[src/rtl/ofs_fim_pcie_ss_shims_pkg.sv]
// Shared types for the PCIe SS RX shims: header width, RX framing
// states and the saturating error-count type.
package ofs_fim_pcie_ss_shims_pkg;

   localparam int SB_HDR_WIDTH = 256;

   typedef enum logic [1:0] {
      ST_SOP   = 2'd0,
      ST_MID   = 2'd1,
      ST_FLUSH = 2'd2
   } rx_state_e;

   typedef logic [15:0] err_cnt_t;

   localparam err_cnt_t ERR_CNT_MAX = 16'hFFFF;

endpackage

[src/rtl/ofs_fim_pcie_ss_pipe_rx_sb2ib.sv]
// RX side-band to in-band header converter with a registered output stage.
// Define OFS_FIM_PCIE_SS_RX_SB_CHECK_EN to enable hvalid framing checks.
module ofs_fim_pcie_ss_pipe_rx_sb2ib #(
   parameter int TDATA_WIDTH = 512,
   parameter int TKEEP_WIDTH = TDATA_WIDTH/8,
   parameter int HDR_WIDTH   = ofs_fim_pcie_ss_shims_pkg::SB_HDR_WIDTH
) (
   input  logic                   hip_clk,
   input  logic                   hip_rst_n,
   input  logic                   ss_app_st_rx_tvalid,
   input  logic [TDATA_WIDTH-1:0] ss_app_st_rx_tdata,
   input  logic [TKEEP_WIDTH-1:0] ss_app_st_rx_tkeep,
   input  logic                   ss_app_st_rx_tlast,
   input  logic                   ss_app_st_rx_tuser_vendor,
   input  logic                   ss_app_st_rx_tuser_hvalid,
   input  logic [HDR_WIDTH-1:0]   ss_app_st_rx_tuser_hdr,
   output logic                   app_ss_st_rx_tready,
   output logic                   rx_ib_tvalid,
   output logic [TDATA_WIDTH-1:0] rx_ib_tdata,
   output logic [TKEEP_WIDTH-1:0] rx_ib_tkeep,
   output logic                   rx_ib_tlast,
   output logic                   rx_ib_tuser_vendor,
   input  logic                   rx_ib_tready,
   output logic                   rx_sb_err,
   output logic [15:0]            rx_sb_err_cnt
);

   import ofs_fim_pcie_ss_shims_pkg::*;

   localparam int DH = TDATA_WIDTH - HDR_WIDTH;
   localparam int KH = TKEEP_WIDTH / 2;
   localparam int HK = HDR_WIDTH / 8;
   localparam int CK = TKEEP_WIDTH - KH;

   rx_state_e              state_q, state_d;
   logic [HDR_WIDTH-1:0]   carry_q, carry_d;
   logic [CK-1:0]          ckeep_q, ckeep_d;
   logic                   vend_q, vend_d;

   logic                   ov_q, ov_d;
   logic [TDATA_WIDTH-1:0] od_q, od_d;
   logic [TKEEP_WIDTH-1:0] ok_q, ok_d;
   logic                   ol_q, ol_d;
   logic                   ou_q, ou_d;

   logic                   out_free;
   logic                   acc;
   logic                   hi_empty;
   logic                   is_sop;

   assign out_free = !ov_q || rx_ib_tready;
   assign app_ss_st_rx_tready = (state_q != ST_FLUSH) && out_free;
   assign acc = ss_app_st_rx_tvalid && app_ss_st_rx_tready;
   assign hi_empty = ~|ss_app_st_rx_tkeep[TKEEP_WIDTH-1:KH];
   assign is_sop = (state_q == ST_SOP);

   always_comb begin
      state_d = state_q;
      carry_d = carry_q;
      ckeep_d = ckeep_q;
      vend_d  = vend_q;
      ov_d    = ov_q;
      od_d    = od_q;
      ok_d    = ok_q;
      ol_d    = ol_q;
      ou_d    = ou_q;
      if (out_free) begin
         ov_d = 1'b0;
      end
      unique case (state_q)
         ST_SOP, ST_MID: begin
            if (acc) begin
               ov_d    = 1'b1;
               carry_d = ss_app_st_rx_tdata[TDATA_WIDTH-1:DH];
               ckeep_d = ss_app_st_rx_tkeep[TKEEP_WIDTH-1:KH];
               if (is_sop) begin
                  od_d   = {ss_app_st_rx_tdata[DH-1:0],
                            ss_app_st_rx_tuser_hdr};
                  ok_d   = {ss_app_st_rx_tkeep[KH-1:0], {HK{1'b1}}};
                  vend_d = ss_app_st_rx_tuser_vendor;
                  ou_d   = ss_app_st_rx_tuser_vendor;
               end else begin
                  od_d = {ss_app_st_rx_tdata[DH-1:0], carry_q};
                  ok_d = {ss_app_st_rx_tkeep[KH-1:0], ckeep_q};
                  ou_d = vend_q;
               end
               // Upper half still holding bytes needs one extra beat
               if (ss_app_st_rx_tlast && hi_empty) begin
                  ol_d    = 1'b1;
                  state_d = ST_SOP;
               end else if (ss_app_st_rx_tlast) begin
                  ol_d    = 1'b0;
                  state_d = ST_FLUSH;
               end else begin
                  ol_d    = 1'b0;
                  state_d = ST_MID;
               end
            end
         end
         ST_FLUSH: begin
            if (out_free) begin
               ov_d    = 1'b1;
               od_d    = {{DH{1'b0}}, carry_q};
               ok_d    = {{KH{1'b0}}, ckeep_q};
               ol_d    = 1'b1;
               ou_d    = vend_q;
               carry_d = '0;
               ckeep_d = '0;
               state_d = ST_SOP;
            end
         end
         default: begin
            state_d = ST_SOP;
         end
      endcase
   end

   always_ff @(posedge hip_clk or negedge hip_rst_n) begin
      if (!hip_rst_n) begin
         state_q <= ST_SOP;
         carry_q <= '0;
         ckeep_q <= '0;
         vend_q  <= 1'b0;
         ov_q    <= 1'b0;
         od_q    <= '0;
         ok_q    <= '0;
         ol_q    <= 1'b0;
         ou_q    <= 1'b0;
      end else begin
         state_q <= state_d;
         carry_q <= carry_d;
         ckeep_q <= ckeep_d;
         vend_q  <= vend_d;
         ov_q    <= ov_d;
         od_q    <= od_d;
         ok_q    <= ok_d;
         ol_q    <= ol_d;
         ou_q    <= ou_d;
      end
   end

   assign rx_ib_tvalid       = ov_q;
   assign rx_ib_tdata        = od_q;
   assign rx_ib_tkeep        = ok_q;
   assign rx_ib_tlast        = ol_q;
   assign rx_ib_tuser_vendor = ou_q;

`ifdef OFS_FIM_PCIE_SS_RX_SB_CHECK_EN
   logic     err_q;
   err_cnt_t cnt_q;
   logic     err_hit;

   assign err_hit = acc &&
      ((is_sop && !ss_app_st_rx_tuser_hvalid) ||
       ((state_q == ST_MID) && ss_app_st_rx_tuser_hvalid));

   always_ff @(posedge hip_clk or negedge hip_rst_n) begin
      if (!hip_rst_n) begin
         err_q <= 1'b0;
         cnt_q <= '0;
      end else if (err_hit) begin
         err_q <= 1'b1;
         if (cnt_q != ERR_CNT_MAX) begin
            cnt_q <= cnt_q + err_cnt_t'(1);
         end
      end
   end

   assign rx_sb_err     = err_q;
   assign rx_sb_err_cnt = cnt_q;
`else
   logic unused_hvalid;
   assign unused_hvalid = ss_app_st_rx_tuser_hvalid;
   assign rx_sb_err     = 1'b0;
   assign rx_sb_err_cnt = 16'h0000;
`endif

endmodule

[config.mk]
export PLATFORM = sky130hd
export DESIGN_NAME = ofs_fim_pcie_ss_pipe_rx_sb2ib
export DESIGN_NICKNAME = d
export VERILOG_FILES = /design/src/rtl/ofs_fim_pcie_ss_shims_pkg.sv /design/src/rtl/ofs_fim_pcie_ss_pipe_rx_sb2ib.sv
export SDC_FILE = /design/constraint.sdc
export NUM_CORES = 1
export LEC_CHECK = 0
export BUFFER_PORTS_ARGS = -buffer_cell sky130_fd_sc_hd__clkbuf_2
export CAP_MARGIN = 10
export CORE_AREA = 10 10 559 561
export CTS_CLUSTER_SIZE = 25
export DETAILED_ROUTE_END_ITERATION = 8
export DIE_AREA = 0 0 569 571
export SETUP_SLACK_MARGIN = 0.3
export SYNTH_ARGS = -nofsm -noshare
export SYNTH_HDL_FRONTEND = slang
export SYNTH_SLANG_ARGS = --single-unit
[constraint.sdc]
create_clock -name hip_clk -period 3.6 [get_ports hip_clk]
set_input_delay 0.18 -clock hip_clk [delete_from_list [all_inputs] [get_ports hip_clk]]
set_output_delay 0.18 -clock hip_clk [all_outputs]
set_load 0.05 [all_outputs]
==> metrics.md <==
| Metric | Value |
|---|---|
| Status | `completed` |
| Layout cells sized above 1 | `34.52%` |
| Leak | `27.75 nW` |
| Max FO, Critical Path | `2` |
| Initial Utilization | `11.21%` |
| Slew Viols, Final | `0` |
| Top post-synthesis cells by area | `dfrtp_1 (64%), a22o_1 (15%), mux2i_1 (7.6%)` |
| Top-Level Pins | `1436` |
| Syn Inst Count | `2584` |
| Final wirelength | `209900 microns` |
| Final hold vios | `0` |
| Hold path depth | `3` |
| FF-to-FF Start | `rx_ib_tvalid` |
| Worst hold path type | `in -> reg` |
| Final Core Density | `19.14%` |
| Worst setup SP type | `primary input` |
| First-pass GRT wire length | `280300 microns` |
| #FFs+latches synth | `870` |
| Synth cell types | `24` |
| Layout area overhead | `70.68%` |
| Commonest cells after routing, fill and taps aside | `clkbuf_2 (1416), dfrtp_1 (870), dlygate4sd3_1 (841)` |
| DIE WIDTH | `569 microns` |
| GPL Wtd Cong | `0.8833` |
| Syn Std Cell Area | `33810 sq um` |
| Final Cycle Share | `66.69%` |
| H-tree levels | `3` |
| Share of power burned in the clock network | `27.1%` |
| Reg2Reg Setup Slack | `1430 ps` |
| Vias in the first global route | `33169` |
| Flop pwr share | `33.4%` |
| Drt first pass iters | `7` |
| Nets | `5655` |
| Non-Filler Instances | `8943` |
| Final Setup Violations | `0` |
| Min Hold Slack | `110.9 ps` |
| Crit path kind | `in -> reg` |
| Clock tree buffer depth | `4` |
| Largest area contributor in the netlist | `dfrtp_1` |
| Hold wc startpoint | `ss_app_st_rx_tdata[16]` |
| Die footprint | `324900 sq um` |
| RSZ-0062 raised after global routing | `no` |
| Via density | `3.569` |
| Total GRT Usage | `12.15%` |
| Clk sink count | `870` |
| # rows | `202` |
| Worst Max-Slew Pin Slew | `742.0 ps` |
| GR Overflow Total | `0` |
| Setup TNS | `0 ps` |
| Antenna-violating nets left | `0` |
| VDD IR-drop max | `0.0004389 V` |
| Commonest non-fill, non-tap cell in the layout | `clkbuf_2` |
| Post-synth top area share | `64.40%` |
| WP data required | `4280 ps` |
| Total CTS buffers | `107` |
| Fmax | `416.5 MHz` |
| Largest net degree at the start of global routing | `115` |
| DRT iter0 DRCs | `2242` |
| Die height | `571 microns` |
| Post-CTS sizing | `0` |
| CTS tree | `done` |
| Final Total Pwr | `41.94 mW` |
| Clk root buf | `clkbuf_16` |
| Port bufs | `1417` |
| Sequential cell area fraction in the yosys report | `64.40%` |
| # DRC | `0` |
| Synthesis Warnings | `0` |
| Clock Latency Late Sink | `830 ps` |
| Comb pwr share | `39.6%` |
| Total of max-cap violations | `0` |
| Initial antenna violation count | `153` |
| CP Capture Type | `register` |
| Detailed Place HPWL | `168300 microns` |
| Placed cell count | `7843` |
| RR Endpoint | `rx_ib_tlast` |
| Slew headroom | `50.07%` |
| Minimum clock period | `2401 ps` |
| Internal power | `23.41 mW` |
| Worst Hold End | `rx_ib_tdata[272]` |
| Clk pin slew, worst setup/hold paths | `70 ps` |
| Power per cell area | `726.8 nW/um^2` |
| Avg WL per Cell | `23.47 microns` |
| Worst EP arrival | `3080 ps` |
| Final Skew | `46.23 ps` |
| Switching power | `18.53 mW` |
| Routed vias | `31918` |
| Switching part of the total | `44.18%` |
| Core area | `301500 sq um` |
| Mean Syn Cell Area | `13.08 sq um` |
| R2R depth | `6` |
==> worst max-delay path by stage <==
stage	startpoint	to	slack, ps
final	ss_app_st_rx_tkeep[46]	state_q[1]	1200
after global routing	ss_app_st_rx_tkeep[40]	state_q[1]	1130
after detailed placement	rx_ib_tvalid	rx_ib_tlast	1340
after floorplan	rx_ib_tvalid	rx_ib_tdata[126]	1810
after global placement	rx_ib_tvalid	rx_ib_tlast	1350
after CTS	ss_app_st_rx_tkeep[58]	state_q[1]	1290
==> repair_timing <==
item	4_1_cts	5_1_grt
hold buffers	842	0
setup endpoints to repair	0	0
buffers inserted	0	0
endpoints found under the hold margin	1304	0
==> through the flow <==
step	worst slack, ps	area (sq um)
after global placement	1353	45430
after floorplan	1807	33870
after detailed placement	1341	45430
after global routing	1133	57580
final	1199	57700
after CTS	1290	57540
==> registers in the layout, summed over array words and instances (netlist names) <==
name / cells
carry_q: 256
ckeep_q: 32
rx_ib_tdata: 512
rx_ib_tkeep: 64
rx_ib_tlast: 1
rx_ib_tuser_vendor: 1
rx_ib_tvalid: 1
state_q: 2
vend_q: 1
==> routing by layer <==
layer	wire length [microns]	vias up	track usage, %
met2	91960	1820	18.94
met1	81690	15572	14.44
li1	-	13976	-
met3	27800	458	6.360
met5	603	-	0
met4	7853	92	3.822
==> cells in the mapped netlist <==
master / instances
nor2_1: 34
mux2i_1: 257
nand2b_1: 3
buf_4: 48
o311a_1: 1
conb_1: 1
a21o_1: 1
o21ai_0: 1
nand2b_4: 1
mux2_1: 1
dfrtp_1: 870
buf_6: 53
clkbuf_1: 60
nand2_1: 292
a21oi_1: 1
nand4_1: 2
nor2b_1: 1
nor4_1: 8
inv_1: 2
a311oi_1: 1
o22ai_1: 1
buf_2: 80
a22o_1: 576
o21ai_1: 289
==> cells by family after synthesis <==
group                  after synthesis  synth area share [%]
AO/OA/AOI/OAI                      871                 19.33
buffers and inverters              243                 4.704
flip-flops                         870                 64.40
multiplexers                       258                 7.642
other                                1               0.01109
AND/OR/NAND/NOR                    341                 3.919
==> layout make-up <==
| class | count | area [sq um] |
|---|---|---|
| fill | 32678 | 243800 |
| sequential | 870 | 21770 |
| antenna | 67 | 167.7 |
| inverter | 2 | 7.507 |
| multi-input combinational | 1487 | 10530 |
| timing repair buffer | 2348 | 16590 |
| clock buffer | 138 | 2994 |
| tap | 3978 | 4977 |
| clock inverter | 53 | 665.6 |
==> critical path: stages <==
cell	delay (ps)
dlygate4sd3_1	670
clkbuf_2	220
nor4_1	260
dlygate4sd3_1	580
nand4_1	160
o21ai_0	310
o22ai_1	120
dlygate4sd3_1	570
==> power groups by stage <==
stage | sequential, mW | combinational, mW | clock (mW)
3_5_place_dp | 14.1 | 15.9 | 0
3_3_place_gp | 14.0 | 15.8 | 0
5_1_grt | 14.3 | 17.5 | 12.1
6_report | 14.0 | 16.6 | 11.4
2_1_floorplan | 20.4 | 3.98 | 0
4_1_cts | 13.9 | 16.8 | 11.7
Power figures use the tool's default switching activity.
